**config.mk**
```make
export PLATFORM = sky130hd
export DESIGN_NAME = mem_access_ctrl
export DESIGN_NICKNAME = d
export VERILOG_FILES = /design/src/rtl/mem_access_ctrl.sv
export SDC_FILE = /design/constraint.sdc
export NUM_CORES = 1
export LEC_CHECK = 0
export CAP_MARGIN = 5
export CORE_ASPECT_RATIO = 0.75
export CORE_MARGIN = 2
export CORE_UTILIZATION = 48
export DETAILED_ROUTE_END_ITERATION = 7
export MAX_ROUTING_LAYER = met4
export PLACE_DENSITY = 0.87
export SLEW_MARGIN = 40
export SYNTH_ARGS = -nofsm -noshare
export SYNTH_HDL_FRONTEND = slang
export SYNTH_SLANG_ARGS = --single-unit
export TNS_END_PERCENT = 100
```
**constraint.sdc**
```tcl
create_clock -name clk -period 2.8 [get_ports clk]
set_input_delay 0.42 -clock clk [delete_from_list [all_inputs] [get_ports clk]]
set_output_delay 0.42 -clock clk [all_outputs]
set_load 0.02 [all_outputs]
```
**src/rtl/mem_access_ctrl.sv**
```systemverilog
// Memory access controller: MAR/MDR register pair plus a request/ack burst sequencer
// with per-beat timeout and a sticky error flag.
module mem_access_ctrl #(
  parameter int unsigned DATA_WIDTH  = 8,
  parameter int unsigned ADDR_WIDTH  = 8,
  parameter int unsigned BURST_WIDTH = 2,
  parameter int unsigned TIMEOUT     = 15
) (
  input  logic                   clk,
  input  logic                   rst,
  input  logic                   mar_sclr,
  input  logic                   mar_en,
  input  logic [ADDR_WIDTH-1:0]  addr_in,
  input  logic                   mdr_en,
  input  logic                   mdr_alu_n,
  input  logic [DATA_WIDTH-1:0]  alu_in,
  input  logic                   wr_rdn,
  input  logic                   start,
  input  logic [BURST_WIDTH-1:0] burst_len,
  output logic                   mem_req,
  output logic                   mem_we,
  output logic [ADDR_WIDTH-1:0]  mem_addr,
  output logic [DATA_WIDTH-1:0]  mem_wdata,
  input  logic [DATA_WIDTH-1:0]  mem_rdata,
  input  logic                   mem_ack,
  output logic [ADDR_WIDTH-1:0]  MAR_m,
  output logic [DATA_WIDTH-1:0]  MDR_m,
  output logic                   busy,
  output logic                   done,
  output logic                   err
);

  localparam int unsigned TmoW = $clog2(TIMEOUT + 1);
  // Last REQ cycle index without ack before aborting.
  localparam logic [TmoW-1:0] TmoLast = TmoW'(TIMEOUT - 1);

  typedef enum logic [2:0] {
    StIdle,
    StReq,
    StNext,
    StDone,
    StErr
  } state_e;

  state_e                 r_state, w_state_nxt;
  logic [ADDR_WIDTH-1:0]  r_mar, w_mar_nxt;
  logic [DATA_WIDTH-1:0]  r_mdr, w_mdr_nxt;
  logic [BURST_WIDTH-1:0] r_beat, w_beat_nxt;
  logic [BURST_WIDTH-1:0] r_len, w_len_nxt;
  logic                   r_wr, w_wr_nxt;
  logic [TmoW-1:0]        r_tmo, w_tmo_nxt;
  logic                   r_err, w_err_nxt;
  logic                   w_mem_req;
  logic                   w_busy;
  logic                   w_done;

  always_ff @(posedge clk or posedge rst) begin
    if (rst) begin
      r_state <= StIdle;
    end else begin
      r_state <= w_state_nxt;
    end
  end

  always_comb begin
    w_state_nxt = r_state;
    w_mar_nxt   = r_mar;
    w_mdr_nxt   = r_mdr;
    w_beat_nxt  = r_beat;
    w_len_nxt   = r_len;
    w_wr_nxt    = r_wr;
    w_tmo_nxt   = r_tmo;
    w_err_nxt   = r_err;
    w_mem_req   = 1'b0;
    w_busy      = 1'b1;
    w_done      = 1'b0;

    unique case (r_state)
      StIdle: begin
        w_busy = 1'b0;
        if (mar_sclr) begin
          w_mar_nxt = '0;
        end else if (mar_en) begin
          w_mar_nxt = addr_in;
        end
        if (mdr_en) begin
          w_mdr_nxt = mdr_alu_n ? mem_rdata : alu_in;
        end
        if (start) begin
          w_wr_nxt    = wr_rdn;
          w_len_nxt   = burst_len;
          w_beat_nxt  = '0;
          w_tmo_nxt   = '0;
          w_err_nxt   = 1'b0;
          w_state_nxt = StReq;
        end
      end

      StReq: begin
        w_mem_req = 1'b1;
        // An ack on the final allowed cycle still completes the beat.
        if (mem_ack) begin
          if (!r_wr) begin
            w_mdr_nxt = mem_rdata;
          end
          if (r_beat == r_len) begin
            w_state_nxt = StDone;
          end else begin
            w_beat_nxt  = r_beat + 1'b1;
            w_state_nxt = StNext;
          end
        end else if (r_tmo == TmoLast) begin
          w_err_nxt   = 1'b1;
          w_state_nxt = StErr;
        end else begin
          w_tmo_nxt = r_tmo + 1'b1;
        end
      end

      StNext: begin
        w_mar_nxt = r_mar + 1'b1;
        if (r_wr) begin
          w_mdr_nxt = alu_in;
        end
        w_tmo_nxt   = '0;
        w_state_nxt = StReq;
      end

      StDone: begin
        w_done      = 1'b1;
        w_state_nxt = StIdle;
      end

      StErr: begin
        w_state_nxt = StIdle;
      end

      default: begin
        w_state_nxt = StIdle;
      end
    endcase
  end

  always_ff @(posedge clk or posedge rst) begin
    if (rst) begin
      r_mar  <= '0;
      r_mdr  <= '0;
      r_beat <= '0;
      r_len  <= '0;
      r_wr   <= 1'b0;
      r_tmo  <= '0;
      r_err  <= 1'b0;
    end else begin
      r_mar  <= w_mar_nxt;
      r_mdr  <= w_mdr_nxt;
      r_beat <= w_beat_nxt;
      r_len  <= w_len_nxt;
      r_wr   <= w_wr_nxt;
      r_tmo  <= w_tmo_nxt;
      r_err  <= w_err_nxt;
    end
  end

  assign mem_req   = w_mem_req;
  assign mem_we    = w_mem_req & r_wr;
  assign busy      = w_busy;
  assign done      = w_done;
  assign err       = r_err;
  assign mem_addr  = r_mar;
  assign MAR_m     = r_mar;
  assign mem_wdata = r_mdr;
  assign MDR_m     = r_mdr;

endmodule

```
==> results of run 1 <==
==> flip-flops by register name, indices dropped and copies added, names as in the netlist <==
signal	cells
r_len	2
err	1
r_beat	2
MAR_m	8
r_tmo	4
r_state	3
MDR_m	8
r_wr	1
==> where the power goes <==
part | switching (mW) | internal (mW)
clock | 0.161 | 0.172
sequential | 0.263 | 0.607
combinational | 0.838 | 0.885
total | 1.26 | 1.66
==> worst max path at each step <==
| stage | start | to | slack [ns] | cells after the start |
|---|---|---|---|---|
| final | r_state[1]$_DFFE_PP0P_ | mem_we | 0.35 | 3 |
| after global routing | r_state[1]$_DFFE_PP0P_ | mem_we | 0.30 | 3 |
| after CTS | r_state[1]$_DFFE_PP0P_ | mem_we | 0.36 | 3 |
| after detailed placement | r_state[1]$_DFFE_PP0P_ | mem_we | 0.65 | 3 |
| after global placement | mem_ack | MDR_m[4]$_DFFE_PP0P_ | 0.71 | 5 |
| after floorplan | r_state[0]$_DFFE_PP0P_ | mem_we | 1.12 | 3 |
==> layout by cell type (no fill, tap or decap), types with 2 or more instances in the layout <==
| master | n |
|---|---|
| and2_1 | 2 |
| nor3_1 | 2 |
| o21ai_0 | 10 |
| o22ai_1 | 9 |
| a21oi_1 | 15 |
| ha_1 | 3 |
| a31o_2 | 2 |
| nand3_1 | 10 |
| nand2b_1 | 4 |
| xor2_1 | 2 |
| mux2_4 | 3 |
| buf_4 | 3 |
| nor2b_1 | 3 |
| a22oi_1 | 8 |
| a21o_1 | 4 |
| dfrtp_1 | 29 |
| inv_1 | 8 |
| mux2i_1 | 11 |
| clkbuf_8 | 5 |
| nor3b_2 | 3 |
| nand2_1 | 6 |
| clkdlybuf4s50_1 | 71 |
| mux2_2 | 9 |
| nor2_1 | 5 |
| a31oi_1 | 5 |
| clkinv_2 | 2 |
==> metal layers <==
layer	GRT usage (%)	wire (um)
met1	29.17	2276
met5	-	0
met2	34.91	2035
met3	5.488	362
met4	9.184	47
==> layout make-up <==
cell class / count / share of cell area [%]
inverter: 8 / 1.137
tap: 52 / 2.464
sequential: 29 / 27.49
clock buffer: 6 / 2.749
timing repair buffer: 74 / 27.77
multi-input combinational: 134 / 38.01
clock inverter: 2 / 0.3791
==> kinds of logic (layout without fill, tap and decap cells) <==
| family | Yosys count | after routing | synth area share, % |
|---|---|---|---|
| compound gates | 63 | 63 | 21.58 |
| xor+xnor | 2 | 2 | 0.9046 |
| fa+ha+maj | 3 | 3 | 1.938 |
| buf+inv | 33 | 90 | 10.72 |
| flops | 29 | 29 | 37.47 |
| mux | 23 | 23 | 13.24 |
| simple gates | 43 | 43 | 14.15 |
==> per-stage QoR <==
| step | setup slack [ns] | util [%] | hold slack [ns] | instances |
|---|---|---|---|---|
| 6_report | 0.3459 | 70.29 | 0.4939 | 305 |
| 5_1_grt | 0.2999 | 70.29 | 0.5377 | 305 |
| 4_1_cts | 0.3582 | 70.29 | 0.5144 | 305 |
| 3_5_place_dp | 0.6549 | 68.09 | 0.4913 | 297 |
| 3_3_place_gp | 0.7120 | 68.09 | 0.4813 | 297 |
| 2_1_floorplan | 1.118 | - | 0.4698 | 196 |
==> worst max-delay path, stage by stage (launching register included) <==
cell and delay (ns):
dfrtp_1 0.63, nor3b_2 0.35, and2_1 0.17, clkdlybuf4s50_1 0.60
==> results.cfg, run 1 <==
[detailed_routing]
wl_per_cell_um = 15.48
drc_errors = 0
vias_per_cell = 5.597
postRouteAntennaNets = 0
wl_um = 4721
vias = 1707
first_iter_violations = 126
first_pass_iters = 5

[timing]
tightestPinTransition_ns = 0.6796
hold_viol = 0
setup-violations-final = 0
slew_violations = 0
rsz0062_at_grt = false
fmax_mhz = 407.5
fin_skew_ns = 0.002897
setup_tns_ns = 0
relSlewSlack_pct = 54.60
fin_crit_sh_pct = 87.65
fin_crit_ns = 2.454

[clocking]
clock_path_buffers = 2
clkTransAtPathRegs_ns = 0.06
insertion_delay_ns = 0.29
postCtsHoldBufs = 0
post-cts-setup-buffers = 0
ctsHtreeMaxLevel = 2
cts_tree = done
cts_made_buffers = 5
cts_root_buf = clkbuf_8
cts_resized = 0
cts.sinks = 29

[critical_path]
crit_required_ns = 2.38
worstSetupPathType = reg -> out
r2r-end = r_tmo[2]$_DFFE_PP0P_
start_kind = register
rr_worst_depth = 4
crit_fanout = 22
cp-end-kind = primary output
ff2ff_setup_slack_ns = 0.67
reg2reg_from = r_state[1]$_DFFE_PP0P_
crit_arrival_ns = 2.03

[die]
die_area_mm2 = 0.004564
die_w_um = 77.35
num_rows = 19
dieHeight_um = 59.01
initial_utilization_pct = 51.57
ios = 72
fp.coreArea_mm2 = 0.003756

[synth]
avgSynthCellArea_um2 = 9.882
synth_warnings = 0
synth_top_area_share_pct = 37.47
syn_nets = 234
synth-async-reset-ratio_pct = 100.0
synthTopCellsByCount = dfrtp_1 (29), buf_4 (17), a21oi_1 (15)
seq_area_frac_synth_pct = 37.47
synth_flop_cell = dfrtp_1
synth_top_cell_by_area = dfrtp_1
synth.distinct_cells = 44
yosysMostFrequentCell = dfrtp_1
ys_ff_latch = 29
syn_area_mm2 = 0.001937
synth_edf_count = 0
synthTopCellsByArea = dfrtp_1 (37%), buf_4 (6.6%), mux2i_1 (5.7%)
syn_inst = 196

[pwr]
power_density_mw_per_mm2 = 1108
power.leakage_nw = 1.111
totalPowerFinal_mw = 2.926
irDropWorstVdd_mv = 0.7601

[global_routing]
overflow = 0
grt_use_total_pct = 22.64
grt_max_degree = 30
antenna_found_initial = 0
grt_pass1_vias = 1681
grt_pass1_wl_um = 7741

[place]
io_buffers = 71
hpwl_um = 3553
gp_congestion = 0.8571
place_area_mm2 = 0.002557

[layout]
area_delta_synth_final_pct = 36.30
multi_input_area_mm2 = 0.001003
final_layout_size_suffix_gt1_share_pct = 12.65
design_area_mm2 = 0.002640
nNetsFinal = 290
n_fill_cell = 329
antenna_cells = 0
regArea_um2 = 725.7

[run]
drv_cap = 0

[run_status]
outcome = complete, no violations

[min_path]
hold_path_class = in -> async
Power figures use the tool's default switching activity.
==> run 2, diff against run 1 <==
--- a/config.mk
+++ b/config.mk
@@ -6,13 +6,14 @@
 export NUM_CORES = 1
 export LEC_CHECK = 0
 export CAP_MARGIN = 5
-export CORE_ASPECT_RATIO = 0.75
+export CORE_ASPECT_RATIO = 0.9
 export CORE_MARGIN = 2
 export CORE_UTILIZATION = 48
 export DETAILED_ROUTE_END_ITERATION = 7
 export MAX_ROUTING_LAYER = met4
 export PLACE_DENSITY = 0.87
-export SLEW_MARGIN = 40
+export SETUP_SLACK_MARGIN = 0.15
+export SLEW_MARGIN = 25
 export SYNTH_ARGS = -nofsm -noshare
 export SYNTH_HDL_FRONTEND = slang
 export SYNTH_SLANG_ARGS = --single-unit
==> run 2 against run 1 <==
Global-route usage is 0.83 points lower. Flip-flop and latch count stayed put. Worst setup slack better by 0.022 ns. Cell area is 0.14% lower. Fmax is 0.92% higher. Via count is 1.6% lower. Sequential share of layout area hardly changed. Routed wire length is 5.5% lower. Cell count is 2.3% lower. Clock power is 5% higher. Critical endpoint unchanged.
==> results.cfg, run 2 (same netlist as run 1, synthesis figures left out) <==
[run_status]
outcome = complete, no violations

[place]
place_ws_ns = 0.6733
hpwl_um = 3237
place_area_mm2 = 0.002550
dp_cells = 291
io_buffers = 71
gp_congestion = 0.9423

[run]
drv_cap = 0

[layout]
final_cells = 298
final_util_pct = 69.68
design_area_mm2 = 0.002636
final_common_cell = clkdlybuf4s50_1
final_cell_mix = clkdlybuf4s50_1 (71), dfrtp_1 (29), a21oi_1 (15)
n_fill_cell = 313
final_layout_size_suffix_gt1_share_pct = 12.30
antenna_cells = 0
area_delta_synth_final_pct = 36.11
nNetsFinal = 290

[critical_path]
r2r-end = r_tmo[2]$_DFFE_PP0P_
crit_arrival_ns = 2.01
worstSetupPathType = reg -> out
reg2reg_from = r_state[1]$_DFFE_PP0P_
crit_required_ns = 2.38
ff2ff_setup_slack_ns = 0.73
start_kind = register
crit_fanout = 22
cp-end-kind = primary output
rr_worst_depth = 4

[timing]
hold_ws_ns = 0.4920
fin_crit_ns = 2.432
slew_violations = 0
tightestPinTransition_ns = 0.7104
relSlewSlack_pct = 52.54
setup_tns_ns = 0
rsz0062_at_grt = false
fin_skew_ns = 0.003719
setup_ws_ns = 0.3682
hold_viol = 0
setup-violations-final = 0
fin_crit_sh_pct = 86.85
fmax_mhz = 411.2

[detailed_routing]
postRouteAntennaNets = 0
vias = 1680
first_iter_violations = 94
wl_um = 4463
vias_per_cell = 5.638
first_pass_iters = 4
wl_per_cell_um = 14.98
drc_errors = 0

[clocking]
insertion_delay_ns = 0.28
cts_resized = 0
cts_root_buf = clkbuf_8
clkTransAtPathRegs_ns = 0.06
postCtsHoldBufs = 0
ctsHtreeMaxLevel = 2
clock_path_buffers = 2
post-cts-setup-buffers = 0
cts.sinks = 29
cts_made_buffers = 5
cts_tree = done

[pwr]
irDropWorstVdd_mv = 0.6182
totalPowerFinal_mw = 2.924
power.leakage_nw = 1.110
power_density_mw_per_mm2 = 1109

[global_routing]
grt_max_degree = 30
grt_pass1_wl_um = 7631
antenna_found_initial = 0
overflow = 0
grt_use_total_pct = 21.81
grt_pass1_vias = 1597

[die]
initial_utilization_pct = 51.19
die_area_mm2 = 0.004560
num_rows = 21
dieHeight_um = 64.26
fp.coreArea_mm2 = 0.003784
die_w_um = 70.96
ios = 72

[min_path]
hold_path_class = reg -> reg
whs_endpoint = err$_DFFE_PP0P_
worstHoldStart = err$_DFFE_PP0P_
hold_depth = 1
run 2: cell count changes in the layout (fill, tap and decap cells not counted), sizes merged:
cell	delta
clkbuf	+1
clkinv	-2
run 2: cell type report:
cell class	count	area [um^2]	area share, %
Timing Repair Buffer	74	733.2	27.81
Multi-Input combinational cell	134	1003	38.06
Tap cell	46	57.56	2.183
Inverter	8	30.03	1.139
Sequential cell	29	725.7	27.53
Clock buffer	7	86.33	3.275
run 2: report_power, final:
part / switching [mW] / leakage [nW] / internal (mW)
clock: 0.152 / 0.0443 / 0.194
sequential: 0.250 / 0.355 / 0.607
combinational: 0.835 / 0.711 / 0.885
run 2: layer usage:
layer	part of all wire, %	routed length [um]	up-vias	global-route usage (%)
met5	0	0	-	-
met4	1.2	53	0	8.255
met3	7.9	354	7	5.678
met2	47	2088	59	32.71
met1	44	1967	795	28.44
li1	-	-	819	-
run 2: critical path, cell delays in order (launching register included):
cell and delay, ns:
dfrtp_1 0.61, nor3b_2 0.35, and2_1 0.17, clkdlybuf4s50_1 0.59
run 2: worst max path at each step:
| stage | from | endpoint | slack (ns) | cells after the start |
|---|---|---|---|---|
| detailed placement | r_state[1]$_DFFE_PP0P_ | mem_we | 0.67 | 3 |
| global route | r_state[1]$_DFFE_PP0P_ | mem_we | 0.27 | 3 |
| CTS | r_state[1]$_DFFE_PP0P_ | mem_we | 0.37 | 3 |
| global placement | mem_ack | MDR_m[7]$_DFFE_PP0P_ | 0.72 | 5 |
| finish | r_state[1]$_DFFE_PP0P_ | mem_we | 0.37 | 3 |
| floorplan | r_state[0]$_DFFE_PP0P_ | mem_we | 1.12 | 3 |
==> edit 1 (settings of run 1) <==
Re-encode `state_e` (5 states) as one-hot, 5 bits wide.
--- a/src/rtl/mem_access_ctrl.sv
+++ b/src/rtl/mem_access_ctrl.sv
@@ -36,8 +36,8 @@
 
-  typedef enum logic [2:0] {
-    StIdle,
-    StReq,
-    StNext,
-    StDone,
-    StErr
+  typedef enum logic [4:0] {
+    StIdle = 5'b00001,
+    StReq  = 5'b00010,
+    StNext = 5'b00100,
+    StDone = 5'b01000,
+    StErr  = 5'b10000
   } state_e;
Function: no difference found for any inputs over 10 cycles, from zero or initial values and one cycle with rst high; not proved beyond that.
==> edit 1 against run 1 <==
- clock skew rose by 0.0040 ns
- final area rose by 0.81%
- total power fell by 5.6%
- core utilization increased by 1.0 points
- worst setup slack worse by 0.17 ns
- synthesized area decreased by 1.6%
- wire length rose by 2.7%
- sequential cell count grew 2
==> edit 1: results (changes against run 1) <==
### Outcome
* finished clean — run status

### Pwr
* 0.00112 uW — static leakage, +0.71%
* 0.000691 V — worst ir drop on vdd, -9.1%

### Timing
* 0.00686 ns — worst clock skew, +0.00396 ns
* 0.615 — Max transition margin, +0.0686

### Die
* 0.00450 mm2 — Die Footprint, -1.5%

### Synth
* 0 — number of synthesis warnings, unchanged
* 10.1 um2 — synthesized area divided by synthesized cell count, +2.6%
* 226 — Post-Syn Nets, -3.4%
* sky130_fd_sc_hd__dfrtp_1, sky130_fd_sc_hd__buf_4, sky130_fd_sc_hd__a2bb2oi_1, sky130_fd_sc_hd__a32oi_1, sky130_fd_sc_hd__o21ai_0 — Area contributors post-synth
* 0.408 — sequential share of the synthesized area, +0.0331
* sky130_fd_sc_hd__dfrtp_1, sky130_fd_sc_hd__buf_4, sky130_fd_sc_hd__o21ai_0 — most frequent cells after synthesis
* 49 — number of unique standard cell types used by synthesis, +11%

### Setup path
* 12 — Max FO, Critical Path, -45%
* MAR_m[1] — FF-to-FF End
* 2.20 ns — Crit path arrival time, +0.17 ns
* 4 — cells on worst reg2reg path, unchanged
* 0.74 ns — reg2reg setup slack, +0.07 ns
* r_state[3] — startpoint of the most critical register-to-register path

### Place
* 3540 um — HPWL after detailed placement, -0.31%
* 292 — number of placed cells counting well taps, -1.7%
* 0.883 — routability congestion estimate, +3.0%

### Global route
* 1593 — vias in the first global route, -5.2%
* 7780 um — global-route wire length before repair, +0.54%
* 0.229 — Overall Global Routing Usage, +0.00245
* 18 — maximum number of pins on one net before global-route repair, -40%

### CTS
* 0.28 ns — clock insertion delay at the later pin of the skew report
* 2 — Clock H-tree levels, unchanged
* 2 — buffer depth of the longest clock path, unchanged

### Detailed routing
* 113 — First DRT Iteration DRCs, -10%
* 4 — length of the first detailed-routing pass in iterations, -1
* 1758 — total number of vias, +3.0%
* 5.86 — post-DR vias/cell, +4.7%
* 16.2 um — Routed WL per cell, +4.4%

### Cells and area
* 285 — filler instances, -13%
* 0.0927 — layout cells sized above 1, -0.0337

## edit 1: changes by cell type in the layout (fill, tap and decap cells not counted), moves of 4 or more
cell and delta:
sky130_fd_sc_hd__a21oi_1 -5, sky130_fd_sc_hd__a2bb2oi_1 +10, sky130_fd_sc_hd__mux2_2 -5, sky130_fd_sc_hd__nand2_1 +4
sky130_fd_sc_hd__and3_1 +5, sky130_fd_sc_hd__a32oi_1 +9, sky130_fd_sc_hd__o22ai_1 -7, sky130_fd_sc_hd__a22oi_1 -8
sky130_fd_sc_hd__mux2i_1 -7
## edit 1: critical path, stage by stage, from the launching register on
cell and delay (ns):
sky130_fd_sc_hd__dfrtp_2 0.52, sky130_fd_sc_hd__nor4b_4 0.40, sky130_fd_sc_hd__nand2_1 0.22, sky130_fd_sc_hd__inv_2 0.17, sky130_fd_sc_hd__clkdlybuf4s50_1 0.62
## edit 1: kinds of logic after synthesis
kind of cell,synth area share
buffers and inverters,0.100
AO/OA/AOI/OAI,0.234
XOR/XNOR,0.00919
AND/OR/NAND/NOR,0.184
flip-flops,0.408
multiplexers,0.0446
adder cells (fa/ha/maj),0.0197
## edit 1: worst max-delay path by stage
stage | from | end | slack [ns]
2_1_floorplan | r_state[2] | done | 1.04
3_3_place_gp | r_state[2] | mem_req | 0.46
6_report | r_state[2] | mem_req | 0.18
5_1_grt | r_state[1] | mem_req | 0.05
3_5_place_dp | r_state[2] | mem_req | 0.41
4_1_cts | r_state[2] | mem_req | 0.09
## edit 1: timing repair
item | CTS | global route
hold buffers | 0 | 0
endpoints found under the setup margin | 0 | 1
gates resized for setup | 0 | 1
## edit 1: final cells by class
class                           instances  area share
Timing Repair Buffer                   73       0.273
Inverter                               10      0.0141
Sequential cell                        31       0.292
Multi-Input combinational cell        126       0.352
Clock inverter                          2      0.0132
Clock buffer                            6      0.0310
Tap cell                               52      0.0244
## edit 1: power by group
| part | total [uW] | internal, uW | leakage [uW] | switching, uW |
|---|---|---|---|---|
| combinational | 1450 | 733 | 0.000671 | 720 |
| clock | 459 | 288 | 0.0000612 | 171 |
| sequential | 850 | 619 | 0.000387 | 231 |
## edit 1: metrics by stage
| stage | worst slack (ns) | total power, uW | hold WS, ns | area [um2] |
|---|---|---|---|---|
| global route | 0.0521 | 2910 | 0.553 | 2660 |
| CTS | 0.0935 | 2770 | 0.515 | 2660 |
| detailed placement | 0.405 | 2300 | 0.485 | 2540 |
| finish | 0.179 | 2760 | 0.501 | 2660 |
| global placement | 0.455 | 2280 | 0.479 | 2540 |
| floorplan | 1.04 | 1780 | 0.491 | 1910 |
## edit 1: routing by layer
layer	up-vias	part of all wire	GRT usage
met3	5	0.085	0.0675
met1	843	0.48	0.318
met4	0	0.0070	0.0623
met2	78	0.43	0.328
li1	832	-	-
met5	-	0	-
==> edit 2 (flow settings as in run 1) <==
Without the edit above. Change the parameter `BURST_WIDTH` from 2 to 4.
--- a/src/rtl/mem_access_ctrl.sv
+++ b/src/rtl/mem_access_ctrl.sv
@@ -5,3 +5,3 @@
   parameter int unsigned ADDR_WIDTH  = 8,
-  parameter int unsigned BURST_WIDTH = 2,
+  parameter int unsigned BURST_WIDTH = 4,
   parameter int unsigned TIMEOUT     = 15
Ports: changed (resized burst_len); port bits go from 72 to 74. The function was not compared with the original's and may differ.
==> edit 2 against run 1 <==
- first-iteration DRC count shrank 11%
- total power grew 1.3%
- via count grew 0.53%
- worst setup slack lost 0.15 ns
- largest cell class unchanged
- wire length shrank 1.9%
- sequential cell count grew 4
- final area grew 4.7%
- global-route usage shrank 1.8 points
- synthesized area grew 2.8%
==> edit 2: results (changes against run 1) <==
### Synth
* sky130_fd_sc_hd__dfrtp_1, sky130_fd_sc_hd__mux2_2, sky130_fd_sc_hd__buf_4, sky130_fd_sc_hd__a21oi_1, sky130_fd_sc_hd__nand2_1 — Area contributors post-synth
* 0.0251 — Synth Area in Adders, +0.00575
* 0.415 — sequential share of the synthesized area, +0.0399
* sky130_fd_sc_hd__dfrtp_1, sky130_fd_sc_hd__mux2_2, sky130_fd_sc_hd__a21oi_1 — most frequent cells after synthesis
* 0.119 — share of cell area taken by muxes after synthesis, -0.0137
* 0.161 — synthesized-area fraction occupied by ao, oa, aoi and oai cells, -0.0550

### Setup path
* 10 — Max FO, Critical Path, -55%
* MDR_m[1] — FF-to-FF End
* 0.61 ns — worst stage delay on the critical path, -0.02 ns
* sky130_fd_sc_hd__clkdlybuf4s50_1 — CP max-delay cell
* 0.71 ns — reg2reg setup slack, +0.04 ns
* r_state[2] — startpoint of the most critical register-to-register path
* 2.19 ns — Crit path arrival time, +0.16 ns

### Detailed routing
* 4630 um — sum of routed wire length over all layers, -1.9%
* 2250 um — met2 WL, +11%
* met4 — top sig layer
* 5.38 — post-DR vias/cell, -3.9%
* 4 — length of the first detailed-routing pass in iterations, -1
* 2130 um — Post-Route M1 WL, -6.5%
* 112 — First DRT Iteration DRCs, -11%

### Place
* 3490 um — HPWL after detailed placement, -1.8%
* 0.00268 mm2 — dpl cell area, +4.9%
* 0.345 ns — setup slack after placement, -0.310 ns
* 0.868 — routability congestion estimate, +1.3%
* 73 — input/output buffers, +2.8%

### Global route
* 7320 um — global-route wire length before repair, -5.4%
* 0.353 — Global Route met2 Usage, +0.00438
* 0.0498 — M3 GR Usage, -0.00503
* 0.209 — Overall Global Routing Usage, -0.0176
* 0.247 — routing usage on met1, -0.0444

### Pwr
* 342 uW — P_clk, +3%
* 0.000567 V — worst ir drop on vdd, -25%
* 887 uW — total sequential power, +2%
* 1070 mW/mm2 — areal power density over the cells, -3.3%

### Cells and area
* 0.148 — layout cells sized above 1, +0.0212
* 312 — filler instances, -5.2%

### Timing
* 0.00532 ns — worst clock skew, +0.00243 ns
* 0.775 ns — transition time at the pin with the least slew margin, +0.0954 ns

### Outcome
* finished clean — run status

## edit 2: worst max-delay path: cells and delay by family, from the launching register on
family | cells | cell delay (ns)
buffers and inverters | 2 | 0.73
AND/OR/NAND/NOR | 2 | 0.66
flip-flops | 1 | 0.51
## edit 2: worst max-delay path by stage
stage,from,endpoint,slack (ns)
after floorplan,r_state[2],MDR_m[0],0.87
after global placement,mem_ack,MDR_m[3],0.39
after detailed placement,mem_ack,MDR_m[7],0.35
after CTS,r_state[2],mem_we,0.21
after global routing,r_state[2],mem_we,0.15
final,r_state[2],mem_we,0.19
## edit 2: cell type report
cell class	instances	area [um2]	share of cell area
Timing Repair Buffer	79	776	0.281
Sequential cell	33	826	0.299
Multi-Input combinational cell	135	975	0.353
Tap cell	55	68.8	0.0249
Inverter	9	38.8	0.0140
Clock buffer	8	80.1	0.0290
## edit 2: per-stage QoR
stage	cells	hold WS (ns)
floorplan	199	0.493
global placement	311	0.511
finish	319	0.528
detailed placement	311	0.521
CTS	319	0.536
global route	319	0.548
